<file path="src/rtl/video_out_pkg.sv">
// Shared types and constants for the video output monitor: FSM state,
// slot-word field positions and the saturating 10-bit counter helper.
package video_out_pkg;

   localparam int CNT_W = 10;
   localparam logic [CNT_W-1:0] MAX_WIDTH = 10'd1023;

   localparam int SLOT_LSB = 13;
   localparam int SLOT_MSB = 16;
   // Only rgb[16:13] may be non-zero in a well-formed slot word.
   localparam logic [23:0] SLOT_MASK = 24'h01E000;

   typedef enum logic [1:0] {
      WAIT_LINE = 2'd0,
      ACTIVE    = 2'd1,
      DONE      = 2'd2
   } state_t;

   function automatic logic [CNT_W-1:0] sat_inc(input logic [CNT_W-1:0] v);
      return (v == MAX_WIDTH) ? v : v + CNT_W'(1);
   endfunction

endpackage

</file>
<file path="src/rtl/video_out_border_counter.sv">
// Leading/trailing black-pixel counters for one de run; start_i marks the
// first pixel of a run, pix_en_i every later pixel of the same run.
module video_out_border_counter
   import video_out_pkg::*;
(
   input  logic             clk_vid,
   input  logic             reset_n,
   input  logic             start_i,
   input  logic             pix_en_i,
   input  logic             pix_zero_i,
   output logic [CNT_W-1:0] lead_o,
   output logic [CNT_W-1:0] trail_o
);

   logic [CNT_W-1:0] lead_q, lead_d;
   logic [CNT_W-1:0] trail_q, trail_d;
   logic             seen_q, seen_d;

   always_comb begin
      lead_d  = lead_q;
      trail_d = trail_q;
      seen_d  = seen_q;
      if (start_i) begin
         lead_d  = CNT_W'(pix_zero_i);
         trail_d = CNT_W'(pix_zero_i);
         seen_d  = ~pix_zero_i;
      end else if (pix_en_i) begin
         if (pix_zero_i) begin
            trail_d = sat_inc(trail_q);
            if (!seen_q) lead_d = sat_inc(lead_q);
         end else begin
            // A lit pixel freezes the left border and restarts the right one.
            trail_d = '0;
            seen_d  = 1'b1;
         end
      end
   end

   always_ff @(posedge clk_vid or negedge reset_n) begin
      if (!reset_n) begin
         lead_q  <= '0;
         trail_q <= '0;
         seen_q  <= 1'b0;
      end else begin
         lead_q  <= lead_d;
         trail_q <= trail_d;
         seen_q  <= seen_d;
      end
   end

   assign lead_o  = lead_q;
   assign trail_o = trail_q;

endmodule

</file>
<file path="src/rtl/video_out_monitor.sv">
// Line/frame monitor for the de/hsync/vsync/rgb scaler feed. Results are
// one-cycle strobes with held data; borders built only with VIDEO_OUT_MONITOR_BORDER_EN.
module video_out_monitor
   import video_out_pkg::*;
(
   input  logic             clk_vid,
   input  logic             reset_n,
   input  logic             vsync_in,
   input  logic             hsync_in,
   input  logic             de_in,
   input  logic [23:0]      rgb_in,
   output logic             line_valid,
   output logic [CNT_W-1:0] line_width,
   output logic [CNT_W-1:0] border_left,
   output logic [CNT_W-1:0] border_right,
   output logic [3:0]       slot,
   output logic             frame_valid,
   output logic [CNT_W-1:0] frame_height,
   output logic [2:0]       err,
   output state_t           dbg_state
);

   state_t           state_q, state_d;
   logic             prev_de_q, armed_q;
   logic [CNT_W-1:0] width_q, width_d;
   logic             sat_q, sat_d;
   logic [CNT_W-1:0] line_cnt_q, line_cnt_d;
   logic             line_valid_q, line_valid_d, frame_valid_q, frame_valid_d;
   logic [CNT_W-1:0] line_width_q, line_width_d, frame_height_q, frame_height_d;
   logic [CNT_W-1:0] border_left_q, border_left_d, border_right_q, border_right_d;
   logic [3:0]       slot_q, slot_d;
   logic [2:0]       err_q, err_d;
   logic [CNT_W-1:0] lead, trail;
   logic             rise, start_line, pix_en, line_end;

   // armed_q stays low after reset until de_in is seen low, so a run cut by reset is never taken as a new line.
   assign rise       = de_in & ~prev_de_q & armed_q;
   assign start_line = rise & ((state_q == WAIT_LINE) | ((state_q == DONE) & hsync_in));
   assign pix_en     = (state_q == ACTIVE) & de_in & ~hsync_in;
   assign line_end   = (state_q == ACTIVE) & ~de_in & ~hsync_in;

`ifdef VIDEO_OUT_MONITOR_BORDER_EN
   video_out_border_counter u_border (
      .clk_vid    (clk_vid),
      .reset_n    (reset_n),
      .start_i    (start_line),
      .pix_en_i   (pix_en),
      .pix_zero_i (rgb_in == 24'd0),
      .lead_o     (lead),
      .trail_o    (trail)
   );
`else
   assign lead  = '0;
   assign trail = '0;
`endif

   always_ff @(posedge clk_vid or negedge reset_n) begin
      if (!reset_n) state_q <= WAIT_LINE;
      else          state_q <= state_d;
   end

   always_comb begin
      state_d = state_q;
      unique case (state_q)
         WAIT_LINE: if (start_line) state_d = ACTIVE;
         ACTIVE:    if (hsync_in) state_d = WAIT_LINE;
                    else if (!de_in) state_d = DONE;
         DONE:      if (hsync_in) state_d = start_line ? ACTIVE : WAIT_LINE;
         default:   state_d = WAIT_LINE;
      endcase
   end

   always_comb begin
      width_d        = width_q;
      sat_d          = sat_q;
      line_cnt_d     = line_cnt_q;
      line_valid_d   = 1'b0;
      frame_valid_d  = 1'b0;
      line_width_d   = line_width_q;
      border_left_d  = border_left_q;
      border_right_d = border_right_q;
      slot_d         = slot_q;
      frame_height_d = frame_height_q;
      err_d          = '0;
      if (start_line) begin
         width_d = CNT_W'(1);
         sat_d   = 1'b0;
      end else if (pix_en) begin
         if (width_q == MAX_WIDTH) begin
            err_d[2] = ~sat_q;
            sat_d    = 1'b1;
         end else begin
            width_d = width_q + CNT_W'(1);
         end
      end
      if (line_end) begin
         line_valid_d   = 1'b1;
         line_width_d   = width_q;
         border_left_d  = lead;
         border_right_d = trail;
         slot_d         = rgb_in[SLOT_MSB:SLOT_LSB];
         err_d[1]       = |(rgb_in & ~SLOT_MASK);
         line_cnt_d     = sat_inc(line_cnt_q);
      end
      if ((state_q == DONE) && rise && !hsync_in) err_d[0] = 1'b1;
      // A line closing on the vsync cycle still belongs to the ending frame.
      if (vsync_in) begin
         frame_valid_d  = 1'b1;
         frame_height_d = line_end ? sat_inc(line_cnt_q) : line_cnt_q;
         line_cnt_d     = '0;
      end
   end

   always_ff @(posedge clk_vid or negedge reset_n) begin
      if (!reset_n) begin
         prev_de_q      <= 1'b0;
         armed_q        <= 1'b0;
         width_q        <= '0;
         sat_q          <= 1'b0;
         line_cnt_q     <= '0;
         line_valid_q   <= 1'b0;
         frame_valid_q  <= 1'b0;
         line_width_q   <= '0;
         border_left_q  <= '0;
         border_right_q <= '0;
         slot_q         <= '0;
         frame_height_q <= '0;
         err_q          <= '0;
      end else begin
         prev_de_q      <= de_in;
         armed_q        <= armed_q | ~de_in;
         width_q        <= width_d;
         sat_q          <= sat_d;
         line_cnt_q     <= line_cnt_d;
         line_valid_q   <= line_valid_d;
         frame_valid_q  <= frame_valid_d;
         line_width_q   <= line_width_d;
         border_left_q  <= border_left_d;
         border_right_q <= border_right_d;
         slot_q         <= slot_d;
         frame_height_q <= frame_height_d;
         err_q          <= err_d;
      end
   end

   assign line_valid   = line_valid_q;
   assign line_width   = line_width_q;
   assign border_left  = border_left_q;
   assign border_right = border_right_q;
   assign slot         = slot_q;
   assign frame_valid  = frame_valid_q;
   assign frame_height = frame_height_q;
   assign err          = err_q;
   assign dbg_state    = state_q;

endmodule

</file>
<file path="config.mk">
export PLATFORM = sky130hd
export DESIGN_NAME = video_out_monitor
export DESIGN_NICKNAME = d
export VERILOG_FILES = /design/src/rtl/video_out_pkg.sv /design/src/rtl/video_out_border_counter.sv /design/src/rtl/video_out_monitor.sv
export SDC_FILE = /design/constraint.sdc
export NUM_CORES = 1
export LEC_CHECK = 0
export ABC_AREA = 1
export BUFFER_PORTS_ARGS = -buffer_cell sky130_fd_sc_hd__buf_2
export CAP_MARGIN = 20
export CORE_ASPECT_RATIO = 1.75
export CORE_UTILIZATION = 40
export CTS_CLUSTER_DIAMETER = 60
export DETAILED_ROUTE_END_ITERATION = 12
export GPL_TIMING_DRIVEN = 0
export PLACE_DENSITY_LB_ADDON = 0.25
export SLEW_MARGIN = 10
export SYNTH_ARGS = -nofsm -noshare
export SYNTH_HDL_FRONTEND = slang
export SYNTH_SLANG_ARGS = --single-unit
</file>
<file path="constraint.sdc">
create_clock -name clk_vid -period 3.3 [get_ports clk_vid]
set_input_delay 0.495 -clock clk_vid [delete_from_list [all_inputs] [get_ports clk_vid]]
set_output_delay 0.495 -clock clk_vid [all_outputs]
set_load 0.005 [all_outputs]
</file>
* Word-level counts from Yosys, hierarchy flattened
Cells that the tools add are included.
** Storage, ports and cells
- Bits of input ports :: 29
- Output and inout port bits :: 51
- Word-level logic and storage cells :: 68
- Bits in registers :: 54
** Operators by class
- Muxes and demuxes :: 22
- Add/sub/neg operators :: 2
- Equality and inequality tests :: 8
- Reduce and logical (&&, ||, !) cells :: 10
- Bitwise gates (word level) :: 14
** Operator list (count)
- $mux W10 :: 6
- $add A10 B1 Y10 const B :: 2
- $eq A10 B10 Y1 const B :: 2
- $reduce_or A20 Y1 :: 1
- $mux W1 :: 11
- $and A1 B1 Y1 :: 8
- $mux W2 :: 4
- $ne A2 B2 Y1 const B :: 3
- $pmux W2 S3 :: 1
- $not A1 Y1 :: 4
- $reduce_and A2 Y1 :: 2
- $reduce_bool A2 Y1 :: 2
- $ne A3 B3 Y1 const B :: 1
- $reduce_and A3 Y1 :: 1
- $eq A2 B1 Y1 const B :: 1
- $eq A2 B2 Y1 const B :: 1
- $logic_and A1 B1 Y1 :: 2
- $logic_not A2 Y1 :: 1
- $or A1 B1 Y1 :: 2
- $logic_not A1 Y1 :: 1

* Depth between registers and ports, before layout
Gate-level depths: netlist of run 1.
- Depth after elaboration :: 7
- Mapped depth :: 9
- Gate-level depth less buffers :: 9

* Worst setup path before layout of run 1
No wires, ideal clock.
- Path type :: register to register
- Start :: register line_cnt_q[0]
- End :: register frame_height_q[1] (netlist: frame_height[1])
- Data required time :: 3.183 ns
- Slack :: 1.863 ns
- Clock period less this slack :: 1.437 ns
- Setup time :: 0.117 ns
- Data arrival time :: 1.320 ns
- Cell stages (with the launch flop) :: 9
- Cell sequence :: dfrtp_1 ha_1 nand2_2 nor3_4 nand2_2 nand2_2 or2_1 nand3_1 nand2_1
** On the way
- Cells in the longest elaborated chain, start to end :: 3
- Elaborated cells between the ends (all ways) :: 4
- Classes of those cells :: add/sub (1); eq/ne (1); mux (2)
** Ends and longest elaborated chain
- from (decl) :: RTL line video_out_monitor.sv:27 : logic [CNT_W-1:0] line_cnt_q, line_cnt_d;
- from (signal assigned) :: RTL line video_out_monitor.sv:134 : line_cnt_q <= line_cnt_d;
- $add A10 B1 Y10 / $eq A10 B10 Y1 (equally long branches) :: RTL line video_out_pkg.sv:20 : return (v == MAX_WIDTH) ? v : v + CNT_W'(1);
- $mux W10 (*) :: RTL line video_out_pkg.sv:20
- $mux W10 (*)
- to (signal assigned) :: RTL line video_out_monitor.sv:141 : frame_height_q <= frame_height_d;
- to (decl) :: RTL line video_out_monitor.sv:29 : logic [CNT_W-1:0] line_width_q, line_width_d, frame_height_q, frame_height_d;
Every way passes the cells marked *; elsewhere a longest branch is shown, timed or not.
A chain may end at the register's enable or synchronous reset.

* Worst setup path after layout of run 1
- Start :: register width_q[0]
- End :: register width_q[7]
** On the way
- Cells in the longest elaborated chain, start to end :: 4
- Elaborated cells between the ends (all ways) :: 7
- Classes of those cells :: add/sub (1); eq/ne (2); mux (3); reduce/logical (1)
** Ends and longest elaborated chain
- from (decl) :: RTL line video_out_monitor.sv:25 : logic [CNT_W-1:0] width_q, width_d;
- from (signal assigned) :: RTL line video_out_monitor.sv:132 : width_q <= width_d;
- $add A10 B1 Y10 :: RTL line video_out_monitor.sv:93 : width_d = width_q + CNT_W'(1);
- $mux W10 :: RTL line video_out_monitor.sv:89 : if (width_q == MAX_WIDTH) begin
- $mux W10 :: RTL line video_out_monitor.sv:88 : end else if (pix_en) begin
- $mux W10 :: RTL line video_out_monitor.sv:85 : if (start_line) begin
Several ways; a longest one is shown, not always the timed one. The select of a mux whose other input is x is not followed.

==> results of run 1 <==
==> area by class of cell <==
class	instances	area share [%]
buffer	27	5.76
sequential	54	40.4
clock inverter	2	0.374
timing repair buffer	60	9.43
tap	82	3.07
inverter	32	3.63
clock buffer	6	4.15
multi-input combinational	232	33.2
==> cell families (layout without fill, tap and decap cells) <==
logic type	count (synthesis)	count (layout)	share of synthesized area, %
AND/OR/NAND/NOR	175	175	29.9
buffers and inverters	59	127	11.6
other	1	20	0.139
adder cells (fa/ha/maj)	2	2	0.925
flip-flops	54	54	50.0
XOR/XNOR	2	2	0.648
AO/OA/AOI/OAI	33	33	6.80
==> cell usage after synthesis (all sizes together) <==
cell | n | area share [%]
a21oi | 5 | 1.1
a31oi | 1 | 0.23
buf | 24 | 6.7
clkbuf | 3 | 0.42
clkinv | 1 | 0.18
conb | 1 | 0.14
dfrtp | 54 | 50
ha | 2 | 0.93
inv | 31 | 4.3
nand2 | 98 | 14
nand3 | 24 | 4.9
nand4 | 12 | 3.0
nor2 | 28 | 4.5
nor3 | 7 | 2.1
nor4 | 3 | 0.69
o211ai | 1 | 0.28
o21ai | 26 | 5.2
or2 | 3 | 0.69
xnor2 | 1 | 0.32
xor2 | 1 | 0.32
==> routing by layer <==
layer	global-route usage, %	vias up	share of wire [%]
li1	-	1183	-
met1	18.3	1075	38
met2	34.1	58	55
met3	4.22	16	3.9
met4	9.33	0	3.0
met5	0	-	0
==> stage by stage <==
stage	area [sq um]	setup WS (ns)
after CTS	3340	1.54
after global routing	3340	1.39
final	3340	1.54
after floorplan	2780	1.86
after global placement	3170	1.50
after detailed placement	3190	1.43
==> critical path, delay by kind of cell, from the launching register on <==
| kind | cells | cell delay (ns) |
|---|---|---|
| AO/OA/AOI/OAI | 2 | 0.30 |
| adder cells (fa/ha/maj) | 1 | 0.20 |
| flip-flops | 1 | 0.45 |
| AND/OR/NAND/NOR | 3 | 0.69 |
==> how the worst min path moves through the flow <==
stage	start	end	slack [ns]
6_report	reset_n	line_valid	0.12
5_1_grt	reset_n	line_valid	0.17
4_1_cts	reset_n	line_valid	0.14
3_5_place_dp	sat_q	err[2]	0.42
3_3_place_gp	sat_q	err[2]	0.42
2_1_floorplan	reset_n	armed_q	0.20
==> state kept, by name (all words and copies together), names as in the netlist <==
name,count
frame_height,10
line_cnt_q,10
line_width,10
width_q,10
slot,4
err,3
dbg_state,2
armed_q,1
frame_valid,1
line_valid,1
prev_de_q,1
sat_q,1
==> report_power, final <==
group          switching (mW)  internal, mW  total [mW]  leakage (nW)
Sequential             0.0343         0.713       0.747         0.724
Clock                   0.243         0.301       0.544        0.0729
Combinational           0.106        0.0928       0.199          1.01
Total                   0.383          1.11        1.49          1.80
==> impl_metrics.py, run 1 <==
metrics = {
    "outcome": {
        "run_status": "complete, no violations",
    },
    "setup_path": {
        "critical_path_class": "flip-flop to flip-flop",
        "slowest_stage": "dfrtp_1",
        "reg2reg_slack_ns": 1.54,
        "startpoint_type": "flip-flop",
        "cp_slowest_stage_delay_ns": 0.45,
        "startpoint": "width_q[0]",
        "endpoint": "width_q[7]",
        "worst_r2r_path_depth": 6,
        "r2r-end": "width_q[7]",
        "worstPathRequired_ns": 3.48,
        "worst-path-max-fanout": 8,
        "r2r-start": "width_q[0]",
        "crit_chain": "ha_1 -> nand2_1 -> nor3_1 -> a21oi_2 -> nand4_1 -> o21ai_0",
        "end_kind": "flip-flop",
        "cp.arrival_ns": 1.94,
    },
    "routing": {
        "initialDrtViolationCount": 149,
        "wire_per_inst_microns": 12.1,
        "vias_per_cell": 4.71,
        "drt_wl_total_microns": 6010,
        "drc": 0,
        "ant_nets": 0,
        "vias": 2332,
        "drt-pass1-iter-count": 6,
    },
    "die": {
        "initial_core_util_pct": 41.4,
        "core_region_area_sq_um": 6540,
        "num_rows": 39,
        "dieArea_sq_um": 7110,
        "die_w_microns": 64.2,
        "ios": 80,
        "dieHeight_microns": 111,
    },
    "sta": {
        "fmax_mhz": 569,
        "finalSetupViolCount": 0,
        "clock_skew_ns": 0.00737,
        "hold_viol": 0,
        "final.setup.tns_ns": 0,
        "grt_setup_unrepaired": "false",
        "period_share_pct": 53.3,
        "slew_violations": 0,
        "post-route-min-period_ns": 1.76,
        "tightest_slew_ns": 0.571,
        "hold_ws_ns": 0.124,
        "max_slew_margin_pct": 61.9,
    },
    "finish": {
        "nets": 443,
        "instances_no_fill": 495,
        "final_common_cell": "nand2_1",
        "area_growth_pct": 23.7,
        "post-route-util_pct": 51.1,
        "multi_input_area_sq_um": 1110,
        "regArea_sq_um": 1350,
        "drive_gt1_share_pct": 27.1,
        "fill_cells": 671,
        "n_antenna_cell": 0,
        "mostFrequentLayoutCells": "94 x nand2_1, 60 x buf_2, 54 x dfrtp_1, 29 x inv_1, 25 x nor2_1",
    },
    "synth": {
        "syn_area_per_cell_sq_um": 8.29,
        "synth_cells": 326,
        "yosys_register_bits": 54,
        "seq_area_frac_synth_pct": 50.0,
        "synth.distinct_cells": 35,
        "ys.warnings.count": 0,
        "syn-cell-area_sq_um": 2700,
    },
    "clock_network": {
        "htreeDepth": 2,
        "clockBufferDepth": 2,
        "postCtsSetupBuffers": 0,
        "postCtsHoldBufs": 0,
        "clk_pin_slew_ns": 0.07,
        "cts_resized": 0,
        "clk_latency_ns": 0.30,
        "cts_sinks": 54,
        "cts_tree": "built",
        "cts_root_buffer": "clkbuf_16",
        "cts-buffers-inserted": 5,
    },
    "global_route": {
        "grt_pass1_vias": 2260,
        "grt_usage_pct": 18.3,
        "antenna_found_initial": 0,
        "grt-ovfl-total": 0,
        "grt_pass1_wl_microns": 10100,
        "grt_max_degree": 37,
    },
    "power_and_ir_drop": {
        "powerDensity_nw_per_um2": 445,
        "finalPower_mw": 1.49,
        "leakage_nw": 1.80,
        "vdd_ir_drop_max_mv": 0.331,
    },
    "place": {
        "gp_congestion": 0.898,
        "dp_cells": 487,
        "hpwlAfterDp_microns": 4620,
        "io_buffers": 59,
    },
    "worst_hold_path": {
        "holdCritPathClass": "input pin to asynchronous set/reset pin",
    },
    "flow_run": {
        "drv_cap": 0,
    },
}
No activity file was read; power rests on OpenSTA's default activity.
==> run 2: changes to the inputs <==
--- a/config.mk
+++ b/config.mk
@@ -5,7 +5,7 @@
 export SDC_FILE = /design/constraint.sdc
 export NUM_CORES = 1
 export LEC_CHECK = 0
-export ABC_AREA = 1
+export ABC_AREA = 0
 export BUFFER_PORTS_ARGS = -buffer_cell sky130_fd_sc_hd__buf_2
 export CAP_MARGIN = 20
 export CORE_ASPECT_RATIO = 1.75
==> constraint.sdc (replaced) <==
create_clock -name clk_vid -period 1.7 [get_ports clk_vid]
set_input_delay 0.255 -clock clk_vid [delete_from_list [all_inputs] [get_ports clk_vid]]
set_output_delay 0.255 -clock clk_vid [all_outputs]
set_load 0.005 [all_outputs]
==> run 2 against run 1 <==
Effect of this change:
- global-route usage down 0.75 points
- die area shrank 4.6%
- critical path depth decreased by 1
- the run now ends with setup timing left
- utilization grew 4.3 points
- first-iteration DRC count fell by 33%
- cell count is 10% lower
- count of clock-buffer cells in the layout fell by 1
==> impl_metrics.py, run 2 <==
metrics = {
    "synth": {
        "synth.area.top_cells": "dfrtp_1 52%, nand2_1 7.4%, buf_4 5.8%",
        "synth_top_area_share_pct": 52.4,
        "yosys_register_bits": 54,
        "synth_cells": 265,
        "syn-cell-area_sq_um": 2580,
        "synth_top_flop_cell": "dfrtp_1",
        "ys.warnings.count": 0,
        "synth_common_cells": "54 x dfrtp_1, 51 x nand2_1, 22 x nor2_1",
        "synthArstFlopShare_pct": 100,
        "synth.distinct_cells": 42,
        "syn_area_per_cell_sq_um": 9.73,
        "seq_area_frac_synth_pct": 52.4,
        "synth_most_common_cell": "dfrtp_1",
        "synth-edff-count": 0,
        "yosysTopAreaCell": "dfrtp_1",
    },
    "die": {
        "dieHeight_microns": 108,
        "dieArea_sq_um": 6780,
        "initial_core_util_pct": 41.4,
        "num_rows": 38,
        "core_region_area_sq_um": 6230,
        "ios": 80,
        "die_w_microns": 62.7,
    },
    "finish": {
        "fill_cells": 598,
        "drive_gt1_share_pct": 37.1,
        "area_growth_pct": 33.9,
        "nets": 395,
        "mostFrequentLayoutCells": "60 x buf_2, 50 x dfrtp_1, 47 x nand2_1, 31 x buf_4, 21 x nor2_1",
        "final_common_cell": "buf_2",
        "n_antenna_cell": 0,
    },
    "place": {
        "hpwlAfterDp_microns": 4090,
        "io_buffers": 59,
        "gp_congestion": 0.887,
    },
    "power_and_ir_drop": {
        "leakage_nw": 1.73,
        "vdd_ir_drop_max_mv": 0.509,
        "powerDensity_nw_per_um2": 715,
    },
    "flow_run": {
        "drv_cap": 0,
    },
    "global_route": {
        "antenna_found_initial": 0,
        "grt_pass1_wl_microns": 9400,
        "grt_pass1_vias": 2100,
        "grt-ovfl-total": 0,
        "grt_usage_pct": 17.6,
        "grt_max_degree": 33,
    },
    "routing": {
        "initialDrtViolationCount": 100,
        "vias": 2206,
        "drt-pass1-iter-count": 4,
        "ant_nets": 0,
        "drc": 0,
        "wire_per_inst_microns": 13.1,
        "vias_per_cell": 4.97,
        "drt_wl_total_microns": 5810,
    },
    "setup_path": {
        "cp_slowest_stage_delay_ns": 0.50,
        "critical_path_class": "flip-flop to flip-flop",
        "crit_chain": "or4b_4 -> buf_12 -> nor3_4 -> mux2i_2 -> mux2i_1",
        "cp.depth": 5,
        "startpoint_type": "flip-flop",
        "cp.arrival_ns": 1.97,
        "slowest_stage": "or4b_4",
        "startpoint": "dbg_state[0]",
        "worstPathRequired_ns": 1.87,
        "worst-path-max-fanout": 7,
        "r2r-start": "dbg_state[0]",
        "critical-path-top-delay-family": "simple AND/OR/NAND/NOR gates",
        "worst_r2r_path_depth": 5,
        "end_kind": "flip-flop",
        "path_buf_inv": 1,
    },
    "clock_network": {
        "htreeDepth": 2,
        "cts_tree": "built",
        "clk_pin_slew_ns": 0.10,
        "cts_root_buffer": "clkbuf_8",
        "clockBufferDepth": 2,
        "cts_sinks": 54,
        "clk_latency_ns": 0.31,
        "cts-buffers-inserted": 5,
    },
    "worst_hold_path": {
        "holdCritPathClass": "input pin to flip-flop",
        "hold_depth": 1,
        "min_from": "vsync_in",
    },
    "sta": {
        "slew_violations": 0,
        "clock_skew_ns": 0.0114,
        "finalSetupViolCount": 14,
        "fin_ws_ns": -0.0938,
        "post-route-min-period_ns": 1.79,
        "max_slew_margin_pct": 64.9,
        "grt_setup_unrepaired": "true",
        "hold_ws_ns": 0.0672,
        "hold_viol": 0,
        "period_share_pct": 106,
        "tightest_slew_ns": 0.527,
        "final.setup.tns_ns": -0.512,
        "fmax_mhz": 557,
    },
    "outcome": {
        "violations": "setup timing",
        "run_status": "finished with violations",
    },
}
[run 2: changes by cell type after synthesis, sizes merged, moves of 8 or more]
cell	previous run	this run
nand2	98	51
o21ai	26	9
inv	31	16
nand3	24	10
mux2i	0	11
o31ai	0	8
[run 2: through the flow]
| stage | instance area [sq um] | std cells | utilization (%) | setup WS [ns] | power (mW) |
|---|---|---|---|---|---|
| final | 3450 | 444 | 55.4 | -0.0938 | 2.47 |
| after global routing | 3450 | 444 | 55.4 | -0.177 | 2.61 |
| after CTS | 3350 | 438 | 53.8 | -0.111 | 2.48 |
| after detailed placement | 3070 | 424 | 49.3 | -0.271 | 1.74 |
| after global placement | 3050 | 423 | 49.0 | -0.244 | 1.73 |
| after floorplan | 2660 | 284 | - | -0.0329 | 1.59 |
[run 2: worst reg2reg max path: stages (launching register included)]
cell	delay [ns]
dfrtp_1	0.43
or4b_4	0.50
buf_12	0.17
nor3_4	0.18
mux2i_2	0.29
mux2i_1	0.11
[run 2: cells by family (layout without fill, tap and decap cells)]
family / count (synthesis) / in the layout / synth area share, %
AOI/OAI and AO/OA: 33 / 33 / 9.47
adders and majority gates: 2 / 2 / 0.971
xor gates and xnor gates: 3 / 3 / 1.02
and+or+nand+nor: 118 / 118 / 21.7
buffers and inverters: 43 / 123 / 9.95
other: 1 / 20 / 0.145
DFF: 54 / 54 / 52.4
muxes: 11 / 11 / 4.27
[run 2: timing repair]
action,in CTS,in global routing
resized for setup,26,21
hold endpoints to repair,22,0
setup buffers,6,6
pin swaps,8,13
setup endpoints to repair,34,38
hold buffers,1,0
[run 2: where the power goes]
part / internal, mW / switching [mW]
logic: 0.175 / 0.176
clock network: 0.286 / 0.419
registers: 1.36 / 0.0542
total: 1.82 / 0.649
[run 2: layout make-up]
cell class | count | area [sq um] | share of cell area, %
multi-input combinational | 187 | 1220 | 35.3
clock inverter | 2 | 13.8 | 0.399
tap | 80 | 100 | 2.90
buffer | 27 | 209 | 6.05
inverter | 16 | 65.1 | 1.88
clock buffer | 5 | 68.8 | 1.99
timing repair buffer | 73 | 419 | 12.1
sequential | 54 | 1360 | 39.3
[run 2: path summary, 6_finish.rpt]
path	end	slack [ns]
max reg2reg	frame_height[5]	-0.09
max in group asynchronous	width_q[0]	0.69
min in group asynchronous	line_cnt_q[6]	0.45
min	frame_valid	0.07
min reg2reg	err[2]	0.44
max	frame_height[5]	-0.09
[run 2: layer usage]
layer	GRT usage (%)	share of wire, %	vias to the layer above
li1	-	-	1064
met1	18.1	36	1083
met2	34.5	59	48
met3	3.16	2.9	11
met4	6.64	1.6	0
met5	0	0	-
